===== config.mk =====
export PLATFORM = sky130hd
export DESIGN_NAME = phase_encoder
export DESIGN_NICKNAME = d
export VERILOG_FILES = /design/src/rtl/pst_pkg.sv /design/src/rtl/phase_encoder_channel.sv /design/src/rtl/phase_encoder.sv
export SDC_FILE = /design/constraint.sdc
export NUM_CORES = 1
export LEC_CHECK = 0
export ABC_CLOCK_PERIOD_IN_PS = 1700
export CAP_MARGIN = 5
export CORE_MARGIN = 5
export CORE_UTILIZATION = 51
export DETAILED_ROUTE_END_ITERATION = 7
export PLACE_DENSITY = 0.82
export SETUP_SLACK_MARGIN = 0.05
export SKIP_LAST_GASP = 1
export SYNTH_ARGS = -nofsm -noshare
export SYNTH_HDL_FRONTEND = slang
export SYNTH_SLANG_ARGS = --single-unit

===== constraint.sdc =====
create_clock -name clk -period 1.7 [get_ports clk]
set_input_delay 0.255 -clock clk [delete_from_list [all_inputs] [get_ports clk]]
set_output_delay 0.255 -clock clk [all_outputs]
set_load 0.02 [all_outputs]

===== src/rtl/pst_pkg.sv =====
// Shared types and helpers for the PST core (phase width, phase mapping, encoder states).
package pst_pkg;

  localparam int unsigned PHASE_W = 8;
  localparam logic [PHASE_W-1:0] PHASE_MAX = 8'd255;

  typedef enum logic {
    ST_IDLE = 1'b0,
    ST_RUN  = 1'b1
  } enc_state_e;

  // Stronger intensity maps to an earlier phase.
  function automatic logic [PHASE_W-1:0] intensity_to_phase(input logic [PHASE_W-1:0] x);
    return PHASE_MAX - x;
  endfunction

endpackage


===== src/rtl/phase_encoder_channel.sv =====
// One latency-coding channel: holds the active intensity, fires once per gamma cycle.
module phase_encoder_channel
  import pst_pkg::*;
(
  input  logic               clk,
  input  logic               rst_n,
  input  logic               commit,
  input  logic [PHASE_W-1:0] load_val,
  input  logic               match_en,
  input  logic [PHASE_W-1:0] phase_in,
  output logic               spike
);

  logic [PHASE_W-1:0] active_q;
  logic [PHASE_W-1:0] cur_val_c;
  logic               fired_q;
  logic               hit_c;

  // On a commit edge the incoming value is compared and the old fired bit is ignored.
  always_comb begin
    cur_val_c = commit ? load_val : active_q;
    hit_c     = match_en
              && (cur_val_c != '0)
              && (phase_in == intensity_to_phase(cur_val_c))
              && (commit || !fired_q);
  end

  // Active value, fired mask and one-clock spike pulse.
  always_ff @(posedge clk or negedge rst_n) begin
    if (!rst_n) begin
      active_q <= '0;
      fired_q  <= 1'b0;
      spike    <= 1'b0;
    end else begin
      if (commit) begin
        active_q <= load_val;
        fired_q  <= hit_c;
      end else begin
        fired_q  <= fired_q | hit_c;
      end
      spike <= hit_c;
    end
  end

endmodule


===== src/rtl/phase_encoder.sv =====
// Latency-coding front end: double-buffered intensity vector to one spike per channel per cycle.
module phase_encoder
  import pst_pkg::*;
#(
  parameter int unsigned N_CH   = 8,
  parameter int unsigned DATA_W = 8
) (
  input  logic                     clk,
  input  logic                     rst_n,
  input  logic [PHASE_W-1:0]       phase_in,
  input  logic                     cycle_start_in,
  input  logic                     in_valid,
  output logic                     in_ready,
  input  logic [N_CH*DATA_W-1:0]   in_data,
  output logic [N_CH-1:0]          spike_out,
  output logic                     cycle_active,
  output logic                     underrun
);

  enc_state_e                state_q;
  enc_state_e                state_d;
  logic                      full_q;
  logic [N_CH*DATA_W-1:0]    shadow_q;
  logic                      accept_c;
  logic                      commit_c;
  logic                      match_en_c;
  logic                      underrun_d;
  logic                      cycle_active_d;

  // Shadow slot is open whenever it is empty.
  assign in_ready = !full_q;

  // Next state, commit/match enables and next registered status.
  always_comb begin
    state_d        = state_q;
    commit_c       = 1'b0;
    match_en_c     = 1'b0;
    underrun_d     = 1'b0;
    cycle_active_d = cycle_active;
    accept_c       = in_valid && !full_q;
    case (state_q)
      ST_IDLE: begin
        if (cycle_start_in) begin
          state_d        = ST_RUN;
          commit_c       = 1'b1;
          match_en_c     = 1'b1;
          cycle_active_d = full_q;
        end
      end
      ST_RUN: begin
        match_en_c = 1'b1;
        if (cycle_start_in) begin
          commit_c       = 1'b1;
          cycle_active_d = full_q;
          underrun_d     = !full_q;
        end
      end
      default: state_d = ST_IDLE;
    endcase
  end

  // FSM state register.
  always_ff @(posedge clk or negedge rst_n) begin
    if (!rst_n) state_q <= ST_IDLE;
    else        state_q <= state_d;
  end

  // Shadow buffer, handshake and registered status outputs.
  always_ff @(posedge clk or negedge rst_n) begin
    if (!rst_n) begin
      full_q       <= 1'b0;
      shadow_q     <= '0;
      cycle_active <= 1'b0;
      underrun     <= 1'b0;
    end else begin
      if (accept_c) begin
        full_q   <= 1'b1;
        shadow_q <= in_data;
      end else if (commit_c) begin
        full_q   <= 1'b0;
      end
      cycle_active <= cycle_active_d;
      underrun     <= underrun_d;
    end
  end

  // Per-channel encoders; an empty shadow commits silence.
  for (genvar k = 0; k < N_CH; k++) begin : g_ch
    logic [PHASE_W-1:0] load_val_c;
    assign load_val_c = full_q ? PHASE_W'(shadow_q[k*DATA_W +: DATA_W]) : '0;

    phase_encoder_channel u_ch (
      .clk      (clk),
      .rst_n    (rst_n),
      .commit   (commit_c),
      .load_val (load_val_c),
      .match_en (match_en_c),
      .phase_in (phase_in),
      .spike    (spike_out[k])
    );
  end

endmodule


=== After elaboration in Yosys (flattened, before gate mapping) ===
Index checks and enable logic that the tools add are counted.

* Add/sub/neg operators: 8
* Equal/unequal tests: 8
* Muxes and demuxes: 32
* Bitwise operators: 9
* Reductions and logical operators: 51

{| class="wikitable"
|+ Operators with widths
! operator !! count
|-
| $mux 8 || 16
|-
| $eq 8x8->1 || 8
|-
| $reduce_bool 8->1 || 8
|-
| $sub 8x8->8 const A || 8
|-
| $logic_and 1x1->1 || 25
|-
| $mux 1 || 15
|-
| $logic_not 1->1 || 9
|-
| $logic_or 1x1->1 || 8
|-
| $or 1x1->1 || 8
|-
| $pmux 1 s2 || 1
|-
| $reduce_bool 2->1 || 1
|-
| $not 1->1 || 1
|}

* Flip-flop bits (word level): 148
* Bits of input ports: 76
* Output and inout port bits: 11
* Logic and storage cells: 137

=== Depth between registers and ports, before layout ===
* Depth after elaboration: 8
* Mapped depth: 8
* Depth with buffers taken out: 5

=== By module ===
From an unflattened synthesis, not the netlist that was laid out.

* Cell total of the unflattened synthesis: 553
* Area, all modules: 7,533.5 µm²

{| class="wikitable"
|+ Modules (own cells, without submodules)
! module !! instances !! cells an instance !! area an instance (µm²) !! sequential area each (µm²)
|-
| phase_encoder_channel || 8 || 42 || 535.5 || 250.2
|-
| phase_encoder || 1 || 217 || 3,249.4 || 1,701.6
|}

=== Least setup slack after synthesis ===
OpenSTA, ideal clock, no wires.

* Path kind: register to register
* Start point: reg full_q
* End point: reg g_ch[1].u_ch.fired_q
* Library setup time: 0.075 ns
* Data arrival time: 1.660 ns
* Required time: 1.625 ns
* Slack: -0.035 ns
* Cell stages (with the launch flop): 7
* Path through: dfrtp_1 -> and2_1 -> buf_4 -> a22o_2 -> xnor2_1 -> or4_4 -> o21bai_2

* Word-level cells in the longest chain between the ends: 8
* Elaborated cells between the ends (all ways): 10
* Those cells by class: add/sub (1); eq/ne (1); mux (3); bitwise (1); reduce/logical (4)

{| class="wikitable"
|+ RTL lines
! what !! RTL line !! source
|-
| start, declared || phase_encoder.sv:22 || <nowiki>logic full_q;</nowiki>
|-
| start signal, assigned || phase_encoder.sv:71 || <nowiki>full_q <= 1'b0;</nowiki>
|-
| start signal, assigned || phase_encoder.sv:77 || <nowiki>full_q <= 1'b1;</nowiki>
|-
| start signal, assigned || phase_encoder.sv:80 || <nowiki>full_q <= 1'b0;</nowiki>
|-
| $mux 8 * || phase_encoder.sv:90 || <nowiki>assign load_val_c = full_q ? PHASE_W'(shadow_q[k*DATA_W +: DATA_W]) : '0;</nowiki>
|-
| $mux 8 * || - ||
|-
| net g_ch[1].u_ch.cur_val_c[1] || phase_encoder_channel.sv:15 || <nowiki>logic [PHASE_W-1:0] cur_val_c;</nowiki>
|-
| $sub 8x8->8 or $reduce_bool 8->1 (tied branches) || pst_pkg.sv:14, phase_encoder_channel.sv:23 ||
|-
| $eq 8x8->1 or $logic_and 1x1->1 (tied branches) || phase_encoder_channel.sv:24, phase_encoder_channel.sv:23 ||
|-
| $logic_and 1x1->1 * || phase_encoder_channel.sv:24 || <nowiki>&& (phase_in == intensity_to_phase(cur_val_c))</nowiki>
|-
| $logic_and 1x1->1 * || phase_encoder_channel.sv:25 || <nowiki>&& (commit || !fired_q);</nowiki>
|-
| $or 1x1->1 || phase_encoder_channel.sv:39 || <nowiki>fired_q <= fired_q | hit_c;</nowiki>
|-
| $mux 1 * || phase_encoder_channel.sv:35 || <nowiki>if (commit) begin</nowiki>
|-
| end signal, assigned || phase_encoder_channel.sv:37 || <nowiki>fired_q <= hit_c;</nowiki>
|-
| end signal, assigned || phase_encoder_channel.sv:39 ||
|-
| end, declared || phase_encoder_channel.sv:16 || <nowiki>logic fired_q;</nowiki>
|}

The timed path passes the listed nets; every way through them passes the cells marked *.
A chain may end at the register's enable or synchronous reset.

=== Worst setup path in the final report ===
* Start point: reg shadow_q[33]
* End point: reg g_ch[4].u_ch.spike

* Word-level cells in the longest chain between the ends: 6
* Elaborated cells between the ends (all ways): 8
* Those cells by class: add/sub (1); eq/ne (1); mux (2); reduce/logical (4)

{| class="wikitable"
|+ RTL lines
! what !! RTL line !! source
|-
| start, declared || phase_encoder.sv:23 || <nowiki>logic [N_CH*DATA_W-1:0] shadow_q;</nowiki>
|-
| start signal, assigned || phase_encoder.sv:78 || <nowiki>shadow_q <= in_data;</nowiki>
|-
| $mux 8 * || phase_encoder.sv:90 ||
|-
| $mux 8 * || - ||
|-
| $sub 8x8->8 or $reduce_bool 8->1 (tied branches) || pst_pkg.sv:14, phase_encoder_channel.sv:23 ||
|-
| $eq 8x8->1 or $logic_and 1x1->1 (tied branches) || phase_encoder_channel.sv:24, phase_encoder_channel.sv:23 ||
|-
| $logic_and 1x1->1 * || phase_encoder_channel.sv:24 ||
|-
| $logic_and 1x1->1 * || phase_encoder_channel.sv:25 ||
|-
| net g_ch[4].u_ch.hit_c || phase_encoder_channel.sv:17 || <nowiki>logic hit_c;</nowiki>
|-
| end signal, assigned || phase_encoder_channel.sv:41 || <nowiki>spike <= hit_c;</nowiki>
|-
| end, declared || phase_encoder_channel.sv:11 || <nowiki>output logic spike</nowiki>
|}

Marked as above.

==> impl_metrics.xml <==
<?xml version="1.0" encoding="UTF-8"?>
<metrics>
  <group name="synthesis">
    <metric name="synth.yosys.seq_area_share" unit="%">51.8</metric>
    <metric name="number_of_nets_produced_by_synthesis" unit="">701</metric>
    <metric name="synth.lib_cells_used.distinct" unit="">62</metric>
    <metric name="synth_top_cells_by_area" unit="">sky130_fd_sc_hd__dfrtp_1 (52%), sky130_fd_sc_hd__mux2_2 (10%), sky130_fd_sc_hd__a22o_1 (3.7%)</metric>
    <metric name="synth_top_area_share" unit="%">51.8</metric>
    <metric name="synth-warning-count" unit="">0</metric>
    <metric name="synth_cells" unit="">625</metric>
    <metric name="synth_top_area_cell" unit="">sky130_fd_sc_hd__dfrtp_1</metric>
    <metric name="synth_seq_cells" unit="">148</metric>
    <metric name="cell_area_after_synthesis" unit="um2">7150</metric>
    <metric name="yosys_most_used_dff" unit="">sky130_fd_sc_hd__dfrtp_1</metric>
    <metric name="post_synth.cell_area_avg" unit="um2">11.4</metric>
    <metric name="async_flop_share" unit="%">100</metric>
    <metric name="number_of_enable_flip_flop_cells_after_synthesis" unit="">0</metric>
  </group>
  <group name="route">
    <metric name="num_vias" unit="">5977</metric>
    <metric name="remaining_drc_errors" unit="">0</metric>
    <metric name="wl_per_cell" unit="um">20.6</metric>
    <metric name="wirelength" unit="mm">20.2</metric>
    <metric name="drtPass1Iterations" unit="">6</metric>
    <metric name="final_antenna_net_count" unit="">0</metric>
    <metric name="dr.first_iter.drc_count" unit="">834</metric>
    <metric name="drt-vias-per-instance" unit="">6.10</metric>
  </group>
  <group name="critical_path">
    <metric name="worstPathArrival" unit="ns">2.16</metric>
    <metric name="required" unit="ns">2.04</metric>
    <metric name="rr_startpoint" unit="">shadow_q[33]</metric>
    <metric name="largest_driver_fanout_on_the_critical_path" unit="">2</metric>
    <metric name="reg2reg_to" unit="">g_ch[4].u_ch.spike</metric>
    <metric name="ff2ff_setup_slack" unit="ns">-0.11</metric>
    <metric name="cp-end-kind" unit="">register</metric>
    <metric name="kind_of_critical_path" unit="">reg -&gt; reg</metric>
    <metric name="critPathLaunchType" unit="">register</metric>
    <metric name="r2r.worst_path.cells" unit="">5</metric>
  </group>
  <group name="clocking">
    <metric name="cts_root_buffer" unit="">sky130_fd_sc_hd__clkbuf_16</metric>
    <metric name="cts_buffer_depth" unit="">2</metric>
    <metric name="numClockSinks" unit="">148</metric>
    <metric name="path_clk_slew" unit="ns">0.06</metric>
    <metric name="insertion_delay" unit="ns">0.42</metric>
    <metric name="cts_max_level" unit="">4</metric>
    <metric name="numCtsBuffers" unit="">17</metric>
    <metric name="tritoncts" unit="">done</metric>
  </group>
  <group name="sta">
    <metric name="timing_worst_slew_pin_value" unit="ns">0.410</metric>
    <metric name="setup_viol" unit="">7</metric>
    <metric name="hold_viol_final" unit="">0</metric>
    <metric name="grt_setup_unrepaired" unit="">yes</metric>
    <metric name="finClkSkew" unit="ns">0.00720</metric>
    <metric name="setup_ws" unit="ns">-0.112</metric>
    <metric name="maxSlewViolCount" unit="">0</metric>
    <metric name="period_needed" unit="ns">1.81</metric>
    <metric name="timing.final.crit_share" unit="%">107</metric>
    <metric name="max-slew-margin-rel" unit="%">72.4</metric>
    <metric name="clock.fmax" unit="GHz">0.552</metric>
  </group>
  <group name="floorplan">
    <metric name="num_rows" unit="">43</metric>
    <metric name="die_h" unit="um">128</metric>
    <metric name="initial_core_utilization" unit="%">51.7</metric>
    <metric name="core" unit="um2">13800</metric>
    <metric name="die_area" unit="um2">16500</metric>
    <metric name="die_x" unit="um">128</metric>
    <metric name="io_pins" unit="">87</metric>
  </group>
  <group name="place">
    <metric name="post-place-cells" unit="">917</metric>
    <metric name="placement.setup.worst_slack" unit="ns">-0.431</metric>
    <metric name="detailed_place_hpwl" unit="mm">13.5</metric>
    <metric name="port_buffers" unit="">86</metric>
    <metric name="place_congestion" unit="">0.960</metric>
    <metric name="placed_cell_area" unit="um2">8630</metric>
  </group>
  <group name="layout">
    <metric name="finalNonFillerCells" unit="">980</metric>
    <metric name="n_antenna_cell" unit="">0</metric>
    <metric name="drive_above_1_share" unit="%">32.1</metric>
    <metric name="syn_to_final_growth" unit="%">37.6</metric>
    <metric name="nets" unit="">863</metric>
    <metric name="final_cell_area" unit="um2">9840</metric>
  </group>
  <group name="global_route">
    <metric name="via_count_of_the_first_global_routing_pass" unit="">6085</metric>
    <metric name="global_route_wire_length_before_repair" unit="mm">31.7</metric>
    <metric name="grt_max_degree" unit="">54</metric>
    <metric name="initial_antenna_violation_count" unit="">0</metric>
    <metric name="overflow" unit="">0</metric>
    <metric name="grt_util_all_layers" unit="%">24.4</metric>
  </group>
  <group name="power_and_ir_drop">
    <metric name="powerDensity" unit="nW/um2">1140</metric>
    <metric name="peakVddDrop" unit="mV">0.766</metric>
    <metric name="power.static_leakage" unit="uW">0.00438</metric>
  </group>
  <group name="outcome">
    <metric name="failed_checks" unit="">negative setup slack</metric>
    <metric name="outcome" unit="">complete, but fails checks</metric>
  </group>
  <group name="job">
    <metric name="max_cap_viol_count" unit="">0</metric>
  </group>
  <group name="min_path">
    <metric name="holdCritPathClass" unit="">in -&gt; async</metric>
  </group>
</metrics>
[what timing repair did]
action,4_1_cts,5_1_grt
cloned,1,4
buffers inserted,10,16
setup endpoints to repair,65,44
gates resized for setup,29,44
hold buffers,1,0
endpoints found under the hold margin,26,0
pin swaps,10,29
[final cells by class]
cell class	count	area, um2
Clock inverter	11	125
Sequential cell	148	3700
Tap cell	180	225
Inverter	27	101
Multi-Input combinational cell	395	3230
Fill cell	929	3990
Timing Repair Buffer	198	1980
Clock buffer	21	470
[placed cells by master (no fill, tap or decap), types with 4 or more instances in the layout]
cell,instances
sky130_fd_sc_hd__a222oi_1,10
sky130_fd_sc_hd__nor2b_1,6
sky130_fd_sc_hd__o21ai_0,16
sky130_fd_sc_hd__nand2_1,23
sky130_fd_sc_hd__or4_1,5
sky130_fd_sc_hd__nand3_2,6
sky130_fd_sc_hd__and3_1,7
sky130_fd_sc_hd__xor2_1,17
sky130_fd_sc_hd__buf_6,10
sky130_fd_sc_hd__a22o_4,4
sky130_fd_sc_hd__nand4_1,11
sky130_fd_sc_hd__xnor2_1,8
sky130_fd_sc_hd__o21ai_1,5
sky130_fd_sc_hd__a22o_1,28
sky130_fd_sc_hd__a221oi_1,6
sky130_fd_sc_hd__buf_12,10
sky130_fd_sc_hd__dfrtp_1,148
sky130_fd_sc_hd__buf_4,83
sky130_fd_sc_hd__dlymetal6s2s_1,5
sky130_fd_sc_hd__nor2_1,7
sky130_fd_sc_hd__a31oi_1,4
sky130_fd_sc_hd__nor4_1,19
sky130_fd_sc_hd__buf_8,4
sky130_fd_sc_hd__clkinvlp_4,5
sky130_fd_sc_hd__inv_1,25
sky130_fd_sc_hd__nand2b_1,12
sky130_fd_sc_hd__a21o_1,11
sky130_fd_sc_hd__clkbuf_16,21
sky130_fd_sc_hd__clkdlybuf4s50_1,75
sky130_fd_sc_hd__mux2_2,63
sky130_fd_sc_hd__nand3_1,25
sky130_fd_sc_hd__a221o_1,5
sky130_fd_sc_hd__a21oi_1,17
sky130_fd_sc_hd__a22oi_1,11
[metrics by stage]
step	setup TNS [ns]	hold slack, ns	total power (uW)	utilization [%]
3_3_place_gp	-5.06	0.145	7000	62.4
5_1_grt	-1.17	0.283	11800	71.2
4_1_cts	-0.361	0.266	11000	68.3
2_1_floorplan	-0.0217	-0.0406	6040	-
6_report	-0.445	0.272	11200	71.2
3_5_place_dp	-6.74	0.153	7090	62.4
[critical path, cell delays in order, from the launching register on]
cell and delay, ns:
sky130_fd_sc_hd__dfrtp_1 0.39, sky130_fd_sc_hd__a222oi_1 0.43, sky130_fd_sc_hd__a21oi_1 0.13, sky130_fd_sc_hd__a21o_1 0.17, sky130_fd_sc_hd__or4b_4 0.51, sky130_fd_sc_hd__nor3_2 0.11
[cell usage after synthesis, types with 17 or more instances]
library cell and n:
sky130_fd_sc_hd__nand3_1 31, sky130_fd_sc_hd__buf_2 21, sky130_fd_sc_hd__a21oi_1 18, sky130_fd_sc_hd__a22o_1 30, sky130_fd_sc_hd__nand2_1 24, sky130_fd_sc_hd__inv_1 25
sky130_fd_sc_hd__dfrtp_1 148, sky130_fd_sc_hd__nor4_1 23, sky130_fd_sc_hd__xor2_1 17, sky130_fd_sc_hd__o21ai_0 24, sky130_fd_sc_hd__mux2_2 64
[flip-flops by register name, summed over array words and instances, names as in the netlist]
| name | flops |
|---|---|
| full_q | 1 |
| cycle_active | 1 |
| g_ch.u_ch.active_q | 64 |
| g_ch.u_ch.fired_q | 8 |
| underrun | 1 |
| shadow_q | 64 |
| g_ch.u_ch.spike | 8 |
| state_q | 1 |
[how the worst max path moves through the flow]
stage / startpoint / depth (start not counted) / to
6_report: shadow_q[33] / 5 / g_ch[4].u_ch.spike
5_1_grt: shadow_q[33] / 5 / g_ch[4].u_ch.spike
4_1_cts: shadow_q[33] / 5 / g_ch[4].u_ch.spike
3_5_place_dp: phase_in[1] / 6 / g_ch[4].u_ch.fired_q
3_3_place_gp: phase_in[1] / 6 / g_ch[4].u_ch.fired_q
2_1_floorplan: full_q / 7 / g_ch[1].u_ch.fired_q
[metal layers]
metal | up-vias | track usage (%) | part of all wire (%)
met5 | - | 0 | 0
met1 | 2968 | 34.2 | 43
li1 | 2673 | - | -
met3 | 38 | 4.90 | 7.5
met4 | 0 | 8.61 | 1.9
met2 | 298 | 38.0 | 48
[power breakdown]
| part | total, uW | switching (uW) | internal [uW] |
|---|---|---|---|
| registers | 4760 | 617 | 4150 |
| clock network | 3760 | 1480 | 2280 |
| logic | 2720 | 1190 | 1530 |
| total | 11200 | 3280 | 7960 |
[cell families after synthesis]
kind of cell	count (synthesis)	synth area share, %
muxes	64	10.1
DFF	148	51.8
buffers and inverters	82	5.62
xor gates and xnor gates	25	3.06
and+or+nand+nor	148	11.9
AOI/OAI and AO/OA	158	17.5
Note: power is estimated with default switching activity, not from simulation.
